<file path="config.mk">
export PLATFORM = sky130hd
export DESIGN_NAME = down_timer_flat
export DESIGN_NICKNAME = d
export VERILOG_FILES = /design/src/rtl/down_timer_if.sv /design/src/rtl/down_timer.sv /design/src/flat_wrapper.sv
export SDC_FILE = /design/constraint.sdc
export NUM_CORES = 1
export LEC_CHECK = 0
export CELL_PAD_IN_SITES_DETAIL_PLACEMENT = 0
export CELL_PAD_IN_SITES_GLOBAL_PLACEMENT = 1
export CORE_UTILIZATION = 37
export CTS_CLUSTER_DIAMETER = 200
export DETAILED_ROUTE_END_ITERATION = 8
export GPL_TIMING_DRIVEN = 0
export PLACE_DENSITY = 0.89
export RECOVER_POWER = 50
export SYNTH_ARGS = -nofsm -noshare
export SYNTH_HDL_FRONTEND = slang
export SYNTH_SLANG_ARGS = --single-unit
</file>
<file path="constraint.sdc">
create_clock -name clk -period 2.4 [get_ports clk]
set_clock_uncertainty 0.15 [all_clocks]
set_input_delay 0.24 -clock clk [delete_from_list [all_inputs] [get_ports clk]]
set_output_delay 0.24 -clock clk [all_outputs]
set_load 0.1 [all_outputs]
</file>
<file path="src/rtl/down_timer_if.sv">
// Signal bundle between a down_timer and the logic that loads and controls it.
// The master side issues loads and control; the slave side is the timer itself.
interface down_timer_if #(
  parameter int WIDTH = 4
);
  logic             load_valid;
  logic             load_ready;
  logic [WIDTH-1:0] load_value;
  logic             mode;
  logic             enable;
  logic             stop;
  logic [WIDTH-1:0] count;
  logic             busy;
  logic             done;
  logic             tc_pulse;

  modport master (
    output load_valid, load_value, mode, enable, stop,
    input  load_ready, count, busy, done, tc_pulse
  );

  modport slave (
    input  load_valid, load_value, mode, enable, stop,
    output load_ready, count, busy, done, tc_pulse
  );
endinterface

</file>
<file path="src/rtl/down_timer.sv">
// Loadable down-counter with one-shot and periodic modes, pause, abort and a
// registered one-cycle terminal-count strobe.
module down_timer #(
  parameter int WIDTH = 4
) (
  input  logic         clk,
  input  logic         rst_n,
  down_timer_if.slave  tmr_if
);

  typedef enum logic [1:0] {
    IDLE = 2'd0,
    RUN  = 2'd1,
    DONE = 2'd2
  } state_e;

  state_e           state_q,  state_d;
  logic [WIDTH-1:0] count_q,  count_d;
  logic [WIDTH-1:0] reload_q, reload_d;
  logic             mode_q,   mode_d;
  logic             tc_q,     tc_d;

  logic             load_ready;

  assign load_ready = (state_q != RUN);

  always_comb begin
    // NOTE: every variable gets a default before any branch, so no path can
    // leave one unassigned and infer a latch.
    state_d  = state_q;
    count_d  = count_q;
    reload_d = reload_q;
    mode_d   = mode_q;
    tc_d     = 1'b0;

    if (tmr_if.stop) begin
      // Abort wins over loads and over a terminal count due on this edge.
      state_d = IDLE;
      count_d = '0;
    end else begin
      unique case (state_q)
        IDLE, DONE: begin
          if (tmr_if.load_valid) begin
            state_d  = RUN;
            count_d  = tmr_if.load_value;
            reload_d = tmr_if.load_value;
            mode_d   = tmr_if.mode;
          end
        end
        RUN: begin
          if (tmr_if.enable) begin
            if (count_q != '0) begin
              count_d = count_q - WIDTH'(1);
            end else begin
              tc_d = 1'b1;
              if (mode_q) begin
                count_d = reload_q;
              end else begin
                state_d = DONE;
                count_d = '0;
              end
            end
          end
        end
        default: begin
          state_d = IDLE;
          count_d = '0;
        end
      endcase
    end
  end

  // NOTE: sequential state uses non-blocking assignments so every register
  // samples the pre-edge values, independent of statement order.
  always_ff @(posedge clk or negedge rst_n) begin
    if (!rst_n) begin
      state_q  <= IDLE;
      count_q  <= '0;
      reload_q <= '0;
      mode_q   <= 1'b0;
      tc_q     <= 1'b0;
    end else begin
      state_q  <= state_d;
      count_q  <= count_d;
      reload_q <= reload_d;
      mode_q   <= mode_d;
      tc_q     <= tc_d;
    end
  end

  assign tmr_if.load_ready = load_ready;
  assign tmr_if.count      = count_q;
  assign tmr_if.busy       = (state_q == RUN);
  assign tmr_if.done       = (state_q == DONE);
  assign tmr_if.tc_pulse   = tc_q;

endmodule

</file>
<file path="src/flat_wrapper.sv">
// flat-port wrapper written by rule: the top's interface ports become plain ports
module down_timer_flat 
#(
  parameter int WIDTH = 4
)
  (clk, rst_n, tmr_if_load_valid, tmr_if_load_value, tmr_if_mode, tmr_if_enable, tmr_if_stop, tmr_if_load_ready, tmr_if_count, tmr_if_busy, tmr_if_done, tmr_if_tc_pulse);
  down_timer_if #(.WIDTH(WIDTH)) tmr_if_i ();
  input  logic clk;
  input  logic rst_n;
  input wire logic [$bits(tmr_if_i.load_valid)-1:0] tmr_if_load_valid;
  input wire logic [$bits(tmr_if_i.load_value)-1:0] tmr_if_load_value;
  input wire logic [$bits(tmr_if_i.mode)-1:0] tmr_if_mode;
  input wire logic [$bits(tmr_if_i.enable)-1:0] tmr_if_enable;
  input wire logic [$bits(tmr_if_i.stop)-1:0] tmr_if_stop;
  output wire logic [$bits(tmr_if_i.load_ready)-1:0] tmr_if_load_ready;
  output wire logic [$bits(tmr_if_i.count)-1:0] tmr_if_count;
  output wire logic [$bits(tmr_if_i.busy)-1:0] tmr_if_busy;
  output wire logic [$bits(tmr_if_i.done)-1:0] tmr_if_done;
  output wire logic [$bits(tmr_if_i.tc_pulse)-1:0] tmr_if_tc_pulse;
  assign tmr_if_i.load_valid = tmr_if_load_valid;
  assign tmr_if_i.load_value = tmr_if_load_value;
  assign tmr_if_i.mode = tmr_if_mode;
  assign tmr_if_i.enable = tmr_if_enable;
  assign tmr_if_i.stop = tmr_if_stop;
  assign tmr_if_load_ready = tmr_if_i.load_ready;
  assign tmr_if_count = tmr_if_i.count;
  assign tmr_if_busy = tmr_if_i.busy;
  assign tmr_if_done = tmr_if_i.done;
  assign tmr_if_tc_pulse = tmr_if_i.tc_pulse;
  down_timer #(.WIDTH(WIDTH)) u_core (.clk(clk), .rst_n(rst_n), .tmr_if(tmr_if_i));
endmodule
</file>
# == After elaboration in Yosys (flattened, before gate mapping) ==
# Cells that the tools add are included.
# W data, S select, Z words.
# word_totals
ramBits,0
reg_bits,12
in_bits,10
romBits,0
mem_count,0
wordCells,36
latchBits,0
# classes
n_lt_le_gt_ge,0
div_mod_pow,0
mul,0
n_eq_ne,7
n_reduce_logical,6
addsub,1
n_shift,0
n_bitwise,1
mux,16
# ops
operator,n
$mux W4,5
$ne A3 B3 Y1 const B,4
$mux W2,5
$pmux W4 S2,1
$mux W1,4
$pmux W2 S2,1
$reduce_and A4 Y1,1
$reduce_bool A4 Y1,1
$sub A4 B1 Y4 const B,1
$reduce_and A3 Y1,1
$eq A2 B1 Y1 const B,1
$eq A2 B2 Y1 const B,1
$logic_not A2 Y1,1
$ne A2 B1 Y1 const B,1
$reduce_and A2 Y1,1
$reduce_or A2 Y1,1
$not A1 Y1,1

# == Longest topological paths before layout ==
# Gate-level depths: netlist of run 1.
# logic_depth
depth_word,5
depth_mapped,6
mapped_depth_nobuf,6

# == Least setup slack after synthesis of run 1 ==
# Ideal clock, no wire load.
# synth_path
path_kind,register to register
startpoint,"reg u_core.count_q[0], in the netlist u_core.tmr_if.count[0]"
endpoint,reg u_core.state_q[1]
path_buffers,0
arrival_time_ps,2031
stages_incl_launch_ff,7
setup_time_ps,124
required_ps,2126
slack_ps,95
period_less_slack_ps,2305
cell_sequence,dfrtp_1 > inv_1 > ha_1 > nor3b_4 > and3b_1 > a22oi_1 > nor2_1
# synth_between
elab_chain_len,3
# synth_rtl
item,line,rtl
"start, declared",down_timer.sv:18,"logic [WIDTH-1:0] count_q, count_d;"
"start signal, assigned",down_timer.sv:84,count_q <= count_d;
$reduce_bool A4 Y1,down_timer.sv:52,if (count_q != '0) begin
$ne A3 B3 Y1 (no line),--,
$reduce_and A4 Y1 (no line),--,
"end signal, assigned",down_timer.sv:83,state_q <= state_d;
"end, declared",down_timer.sv:17,"state_e state_q, state_d;"
# No other way between the ends.
# A chain may end at the register's enable or synchronous reset.

# == Worst setup path after layout of run 1 ==
# layout_path
startpoint,reg u_core.state_q[1]
endpoint,out tmr_if_busy
# layout_between
elab_chain_len,1
# layout_rtl
item,line,rtl
$eq A2 B1 Y1,down_timer.sv:93,assign tmr_if.busy = (state_q == RUN);
"end, declared",flat_wrapper.sv:17,output wire logic [$bits(tmr_if_i.busy)-1:0] tmr_if_busy;
# No other way between the ends.

==> summary.txt, run 1 <==
Clk Latency, worst-skew pair: 0.28 ns
Yosys warns: 0
Maxcap violations: 0
CP Class: flop to primary output
Final net count: 107
Ys flop type: dfrtp_1
Fill cells: 164
Worst slack, placed: 0.149 ns
Post-layout util: 52.5%
Worst setup EP type: primary output
Final min period: 2.29 ns
Total die area: 0.00203 mm2
Cell Pwr Density: 781 mW/mm2
Peak supply drop: 0.375 mV
Non-filler instance count after layout: 119
Vias in the first global route: 558
Setup TNS: 0 ns
Grt ovf: 0
Starting Density: 39.6%
IO buf count: 17
I/O pin total: 18
CP Max Fanout: 5
Final worst slack: 0.114 ns
Initial DRC Count: 15
RSZ-0062 raised after global routing: false
Die Span Y: 45.0 um
Slew @ Worst Pin: 0.971 ns
WL final: 1580 um
Asr flop ratio synth: 100%
Avg WL per Cell: 13.3 um
Most common cell in the netlist: nand2_1
Final RePlAce weighted congestion: 0.765
Worst path top cell family by delay: buffers and inverters
Period utilisation layout: 95.2%
Slowest stage delay, CP: 0.85 ns
Hpwl dp: 1140 um
Slew Limit Headroom: 35.1%
Arrival time at the worst endpoint: 1.90 ns
First-pass GRT wire length: 2570 um
GRT Total Usage: 18.4%
Max Slew Vio Count: 0
Flops & latches, synth: 12
Status: finished, final reports clean
Clock Path Buffers: 2
Worst Hold Class: input port to asynchronous set/reset pin
Ranking of synthesized cells by area: dfrtp_1, nand2_1, nand4bb_4
F_max: 0.438 GHz
Via density: 5.13
First-pass DRT Iterations: 4
Antenna Violating Nets Remaining: 0
Cts hold-fix bufs: 0
Largest net degree at the start of global routing: 13
Area of the multi-input gates: 335 um2
Share of post-route cells with drive strength above 1: 8.51%
Avg Inst Size Synth: 9.38 um2
Mapped Cells: 73
Synth area leader: dfrtp_1
Synthesized area: 684 um2
Static leakage: 0.000413 uW
DR vias: 610
Netlist cell types: 29
EDFF count, synth: 0
Reg clk slew, reported paths: 0.08 ns
# H-tree levels: 1
CTS tree: built
Crit path buf inv count: 2
Sequential Area: 300 um2
CTS Buf Count: 3
Residual DRC: 0
Area Overhead vs Synth: 32.5%
Final Hold Vio Count: 0
Placeable Area: 0.00173 mm2
Setup crit start kind: flop
Final setup viols: 0
Postcts setup bufs: 0
Die W: 45.0 um
Diodes inserted: 0
Synth cell count leaders: nand2_1, dfrtp_1, inv_1, nor2_1
Syn Nets: 85
Site row count: 15
Clk root buf: clkbuf_4
Placed cells: 115
CP max stage cell: dlygate4sd2_1
Post-route cell area: 907 um2
Top cell type's share of synthesized area: 43.9%
Sequential share of the synthesized area: 43.9%
Worst path cell trace: nand2b_2 -> inv_1 -> dlygate4sd2_1
Initial antenna violation count: 0
Clock sink count: 12
WP data required: 2.01 ns
Placed Instance Area: 886 um2
==> flip-flops by register name, summed over array words and instances, names as in the netlist <==
name                    cells
u_core.reload_q             4
u_core.state_q              2
u_core.mode_q               1
u_core.tmr_if.tc_pulse      1
u_core.tmr_if.count         4
==> power by group <==
part,total (uW),leakage (uW),internal (uW),switching [uW]
logic,284,0.000236,87.1,197
registers,257,0.000156,231,25.9
clock network,168,0.0000210,92.4,75.3
total,709,0.000413,410,298
==> final timing paths <==
check	from	cells after the start	slack, ns	end
hold / removal	rst_n	1	0.23	u_core.tmr_if.count[1]
setup reg to reg	u_core.tmr_if.count[1]	6	0.33	u_core.state_q[1]
max in group asynchronous	rst_n	1	1.51	u_core.reload_q[0]
min in group clk	tmr_if_mode	3	0.33	u_core.mode_q
hold reg to reg	u_core.reload_q[1]	2	0.33	u_core.reload_q[1]
setup / recovery	u_core.state_q[1]	3	0.11	tmr_if_busy
==> cells by family (layout without fill, tap and decap cells) <==
logic type               Yosys count  count (layout)  synth area share [%]
flip-flops                        12              12                  43.9
AO/OA/AOI/OAI                     18              18                  19.4
buffers and inverters              8              29                  5.49
AND/OR/NAND/NOR                   33              33                  27.6
adder cells (fa/ha/maj)            2               2                  3.66
==> cells in the final DEF (no fill, tap or decap), types with 2 or more instances in the layout <==
cell type,n
nand2_1,18
dfrtp_1,12
o31ai_1,3
inv_1,7
clkdlybuf4s50_1,12
nor2_1,5
dlygate4sd3_1,2
dlygate4sd2_1,3
clkbuf_4,3
a31oi_1,3
o211ai_1,2
ha_1,2
==> cell type report <==
type	instances	share of cell area, %
Buffer	1	1.24
Inverter	7	2.90
Tap cell	25	3.45
Multi-Input combinational cell	53	37.0
Clock buffer	4	4.00
Sequential cell	12	33.1
Timing Repair Buffer	17	18.3
==> metrics by stage <==
stage | power (uW) | hold WS (ns)
after floorplan | 477 | -0.206
after global placement | 552 | 0.309
after detailed placement | 556 | 0.316
after CTS | 718 | 0.179
after global routing | 746 | 0.282
final | 709 | 0.225
==> what timing repair did <==
action,in CTS,in global routing
setup endpoints to repair,3,0
resized for setup,3,0
hold endpoints to repair,0,0
==> layer usage <==
metal | vias up | share of wire (%) | routed length (um) | global-route usage, %
li1 | 300 | - | - | -
met1 | 284 | 46 | 730 | 24.7
met2 | 22 | 47 | 737 | 27.2
met3 | 4 | 5.2 | 82 | 3.60
met4 | 0 | 2.0 | 31 | 10.9
met5 | - | 0 | 0 | 0
(Power assumes the default switching activity.)
==> run 2, diff against run 1 <==
--- a/config.mk
+++ b/config.mk
@@ -6,4 +6,5 @@
 export NUM_CORES = 1
 export LEC_CHECK = 0
+export ABC_CLOCK_PERIOD_IN_PS = 2400
 export CELL_PAD_IN_SITES_DETAIL_PLACEMENT = 0
 export CELL_PAD_IN_SITES_GLOBAL_PLACEMENT = 1
--- a/constraint.sdc
+++ b/constraint.sdc
@@ -3,3 +3,3 @@
 set_input_delay 0.24 -clock clk [delete_from_list [all_inputs] [get_ports clk]]
 set_output_delay 0.24 -clock clk [all_outputs]
-set_load 0.1 [all_outputs]
+set_load 0.005 [all_outputs]
==> summary.txt, run 2 (same netlist as run 1, synthesis figures left out) <==
Placeable Area: 0.00173 mm2 (unchanged)
Period utilisation layout: 80.4% (was 95.2%)
Area Overhead vs Synth: 34.7% (was 32.5%)
CTS tree: built (unchanged)
Clk Latency, worst-skew pair: 0.28 ns (about the same)
Post-layout util: 53.4% (was 52.5%)
Final net count: 107 (unchanged)
FF-to-FF path depth: 6 (unchanged)
Overall Power: 613 uW (was 709 uW)
I/O pin total: 18 (unchanged)
Commonest non-fill, non-tap cell in the layout: nand2_1 (unchanged)
Most frequent cells in the layout: nand2_1, clkdlybuf4s50_1, dfrtp_1 (unchanged)
Final RePlAce weighted congestion: 0.765 (unchanged)
First-pass DRT Iterations: 4 (unchanged)
Non-filler instance count after layout: 119 (unchanged)
WP data required: 2.01 ns (about the same)
Slew @ Worst Pin: 0.715 ns (was 0.971 ns)
Site row count: 15 (unchanged)
Postcts setup bufs: 0 (unchanged)
CP Max Fanout: 5 (unchanged)
Worst setup EP type: primary output (unchanged)
Hpwl dp: 1140 um (unchanged)
WL final: 1550 um (was 1580 um)
# H-tree levels: 1 (unchanged)
Final min period: 1.93 ns (was 2.29 ns)
Worst path cell trace: nand2b_2 -> inv_1 -> clkdlybuf4s50_1 (was nand2b_2 -> inv_1 -> dlygate4sd2_1)
Maxcap violations: 0 (unchanged)
Starting Density: 39.6% (unchanged)
Die Span Y: 45.0 um (unchanged)
Max Slew Vio Count: 0 (unchanged)
DR vias: 600 (was 610)
Slowest stage delay, CP: 0.50 ns (was 0.85 ns)
Final Hold Vio Count: 0 (unchanged)
RSZ-0062 raised after global routing: false (unchanged)
CP max stage cell: clkdlybuf4s50_1 (was dlygate4sd2_1)
Share of post-route cells with drive strength above 1: 9.57% (was 8.51%)
Final setup viols: 0 (unchanged)
R2R setup slack: 0.67 ns (was 0.33 ns)
Clk root buf: clkbuf_4 (unchanged)
Via density: 5.04 (was 5.13)
Setup crit start kind: flop (unchanged)
Setup TNS: 0 ns (unchanged)
WHS: 0.226 ns (was 0.225 ns)
CTS resizes: 0 (was 3)
Residual DRC: 0 (unchanged)
Initial DRC Count: 11 (was 15)
Reg clk slew, reported paths: 0.08 ns (about the same)
Initial antenna violation count: 0 (unchanged)
CTS Buf Count: 3 (unchanged)
First-pass GRT wire length: 2570 um (unchanged)
Slew Limit Headroom: 52.0% (was 35.1%)
Status: finished, final reports clean (unchanged)
Vias in the first global route: 558 (unchanged)
F_max: 0.518 GHz (was 0.438 GHz)
R2r startpoint: u_core.tmr_if.count[1] (unchanged)
Reg-to-reg critical path endpoint: u_core.state_q[1] (unchanged)
GRT Total Usage: 18.4% (unchanged)
Arrival time at the worst endpoint: 1.54 ns (was 1.90 ns)
CP Class: flop to primary output (unchanged)
Avg WL per Cell: 13.0 um (was 13.3 um)
Largest net degree at the start of global routing: 13 (unchanged)
Antenna Violating Nets Remaining: 0 (unchanged)
Placed cells: 115 (unchanged)
Clock sink count: 12 (unchanged)
Clock Path Buffers: 2 (unchanged)
Static leakage: 0.000418 uW (was 0.000413 uW)
IO buf count: 17 (unchanged)
Diodes inserted: 0 (unchanged)
Worst Hold Class: input port to asynchronous set/reset pin (unchanged)
Cell Pwr Density: 665 mW/mm2 (was 781 mW/mm2)
Peak supply drop: 0.355 mV (was 0.375 mV)
Grt ovf: 0 (unchanged)
Die W: 45.0 um (unchanged)
Fill cells: 159 (was 164)
Total die area: 0.00203 mm2 (unchanged)
Cts hold-fix bufs: 0 (unchanged)
==> run 2: cell count changes in the layout (fill, tap and decap cells not counted) <==
cell,previous run,this run
nor3b_1,1,0
dlygate4sd3_1,2,4
nor3b_4,0,1
clkdlybuf4s50_1,12,13
dlygate4sd2_1,3,0
==> run 2: area by class of cell <==
type | instances | area [um2] | share of cell area (%)
plain buffers | 1 | 11.3 | 1.22
well taps | 25 | 31.3 | 3.39
clock buffers | 4 | 36.3 | 3.93
flip-flops and latches | 12 | 300 | 32.6
repair buffers | 17 | 170 | 18.5
inverters | 7 | 26.3 | 2.85
multi-input cells | 53 | 347 | 37.6
==> run 2: stage by stage <==
stage	setup slack, ns	cell area (um2)
detailed placement	0.477	886
global placement	0.501	886
CTS	0.464	922
global route	0.413	922
finish	0.469	922
floorplan	0.861	684
==> run 2: critical path, delay by kind of cell (launching register included) <==
family / cells / cell delay [ns]
buffers and inverters: 2 / 0.59
DFF: 1 / 0.43
and+or+nand+nor: 1 / 0.24
==> run 2: per-layer routing <==
| layer | wire [um] | vias up | GRT usage [%] |
|---|---|---|---|
| met2 | 715 | 14 | 27.2 |
| met1 | 755 | 283 | 24.7 |
| li1 | - | 299 | - |
| met4 | 36 | 0 | 10.9 |
| met3 | 45 | 4 | 3.60 |
| met5 | 0 | - | 0 |
==> run 2: how the worst max path moves through the flow <==
stage                                 from                     end  slack, ns  cells past startpoint
floorplan           u_core.tmr_if.count[0]       u_core.state_q[1]       0.86                      6
global placement               tmr_if_stop  u_core.tmr_if.count[0]       0.50                      4
detailed placement             tmr_if_stop  u_core.tmr_if.count[0]       0.48                      4
CTS                      u_core.state_q[1]             tmr_if_busy       0.46                      3
global route             u_core.state_q[1]             tmr_if_busy       0.41                      3
finish                   u_core.state_q[1]             tmr_if_busy       0.47                      3
==> run 2: report_power, final <==
group,total [uW],switching (uW),leakage (uW),internal (uW)
Combinational,185,90.3,0.000242,95.0
Clock,169,76.3,0.0000210,92.4
Sequential,259,27.8,0.000156,231
==> run 3, diff against run 2 <==
ABC_CLOCK_PERIOD_IN_PS = 1800   (was 2400)
CORE_UTILIZATION = 34   (was 37)
PLACE_DENSITY = 0.83   (was 0.89)
clock period = 1.8 ns   (was 2.4 ns; I/O delays follow)
==> summary.txt, run 3 (same netlist as run 1, synthesis figures left out) <==
Status: finished, final reports clean (unchanged)
DR vias: 604 (was 600)
Sw Share: 30.5% (was 31.7%)
I/O pin total: 18 (unchanged)
Fill cells: 188 (was 159)
# H-tree levels: 1 (unchanged)
Grt ovf: 0 (unchanged)
Die Span Y: 46.9 um (was 45.0 um)
Crit. Startpoint: u_core.state_q[0] (was u_core.state_q[1])
Cell Pwr Density: 866 mW/mm2 (was 665 mW/mm2)
Arrival time at the worst endpoint: 1.40 ns (was 1.54 ns)
Sequential share of power: 41.6% (was 42.2%)
Placed Instance Area: 886 um2 (unchanged)
Antenna Violating Nets Remaining: 0 (unchanged)
Die W: 46.9 um (was 45.0 um)
Period utilisation layout: 96.0%
Commonest non-fill, non-tap cell in the layout: nand2_1 (unchanged)
IO buf count: 17 (unchanged)
Initial antenna violation count: 0 (unchanged)
Sequential Area: 300 um2 (unchanged)
Internal: 572 uW (was 418 uW)
CTS tree: built (unchanged)
Clock sink count: 12 (unchanged)
Initial DRC Count: 10 (was 11)
Peak supply drop: 0.552 mV (was 0.355 mV)
Static leakage: 0.000436 uW (was 0.000418 uW)
Final worst slack: 0.0714 ns (was 0.469 ns)
Site row count: 15 (unchanged)
Area Overhead vs Synth: 38.9% (was 34.7%)
Area of the multi-input gates: 354 um2 (was 347 um2)
Post-route cell area: 951 um2 (was 922 um2)
Maxcap violations: 0 (unchanged)
Final min period: 1.73 ns
Clock Path Buffers: 2 (unchanged)
Share of post-route cells with drive strength above 1: 13.4% (was 9.57%)
F_max: 0.579 GHz
Via density: 4.95 (was 5.04)
Most frequent cells in the layout: nand2_1, clkdlybuf4s50_1, dfrtp_1 (unchanged)
WL final: 1510 um (was 1550 um)
Residual DRC: 0 (unchanged)
Overall Power: 824 uW (was 613 uW)
Reg clk slew, reported paths: 0.08 ns (about the same)
WP data required: 1.47 ns (was 2.01 ns)
First-pass DRT Iterations: 4 (unchanged)
Final setup viols: 0 (unchanged)
Clk root buf: clkbuf_4 (unchanged)
Clock Power Share: 26.4% (was 27.5%)
Final net count: 110 (was 107)
Diodes inserted: 0 (unchanged)
Worst Hold Class: input port to asynchronous set/reset pin (unchanged)
Worst slack, placed: -0.0226 ns (was 0.477 ns)
Hpwl dp: 1070 um (was 1140 um)
Starting Density: 38.0% (was 39.6%)
CP Class: flop to primary output (unchanged)
Slew Limit Headroom: 59.3% (was 52.0%)
CTS Buf Count: 3 (unchanged)
Placeable Area: 0.00180 mm2 (was 0.00173 mm2)
CP Max Fanout: 9 (was 5)
FF-to-FF path depth: 6 (unchanged)
P_sw: 251 uW (was 194 uW)
R2r startpoint: u_core.tmr_if.count[0] (was u_core.tmr_if.count[1])
Total die area: 0.00220 mm2 (was 0.00203 mm2)
Slew @ Worst Pin: 0.606 ns (was 0.715 ns)
GRT Total Usage: 16.2% (was 18.4%)
WHS: 0.196 ns (was 0.226 ns)
Worst setup EP type: primary output (unchanged)
Largest net degree at the start of global routing: 13 (unchanged)
Setup crit start kind: flop (unchanged)
Comb power frac: 32.0% (was 30.2%)
First-pass GRT wire length: 2390 um (was 2570 um)
Avg WL per Cell: 12.4 um (was 13.0 um)
Final Hold Vio Count: 0 (unchanged)
Max Slew Vio Count: 0 (unchanged)
Vias in the first global route: 540 (was 558)
Final RePlAce weighted congestion: 0.743 (was 0.765)
Clk Latency, worst-skew pair: 0.27 ns (was 0.28 ns)
-- run 3: timing repair --
action,in CTS,in global routing
hold buffers,0,0
setup endpoints to repair,2,5
resized for setup,1,2
setup buffers,1,2
-- run 3: power by group through the flow --
stage / registers (uW) / clock network [uW] / logic (uW)
after global routing: 348 / 234 / 299
final: 343 / 217 / 263
after floorplan: 343 / 0 / 152
after global placement: 349 / 0 / 247
after CTS: 344 / 224 / 249
after detailed placement: 350 / 0 / 246
-- run 3: final timing paths --
path | end | slack, ns
max | tmr_if_busy | 0.07
min | u_core.state_q[0] | 0.20
max reg2reg | u_core.tmr_if.count[1] | 0.10
min reg2reg | u_core.reload_q[0] | 0.33
max in group asynchronous | u_core.reload_q[1] | 0.92
min in group clk | u_core.mode_q | 0.27
-- run 3: through the flow --
stage	util (%)	TNS, ns	instances
2_1_floorplan	-	0	73
3_3_place_gp	49.2	-0.0378	115
3_5_place_dp	49.2	-0.0437	115
4_1_cts	51.5	0	120
5_1_grt	52.8	-0.00685	122
6_report	52.8	0	122
-- run 3: critical path, cell delays in order, from the launching register on --
cell and delay (ns):
dfrtp_1 0.34, buf_6 0.14, nand2b_4 0.08, inv_1 0.07, clkdlybuf4s50_1 0.49
-- run 3: metal layers --
metal	vias up	part of all wire (%)	global-route usage, %
li1	304	-	-
met1	276	47	21.5
met2	19	44	24.7
met3	5	5.8	2.31
met4	0	2.6	10.3
met5	-	0	0
-- run 3: area by class of cell --
| class | count | area share [%] |
|---|---|---|
| multi-input combinational | 53 | 37.2 |
| sequential | 12 | 31.6 |
| timing repair buffer | 20 | 20.1 |
| clock buffer | 4 | 3.82 |
| tap | 25 | 3.29 |
| inverter | 7 | 2.76 |
| buffer | 1 | 1.18 |
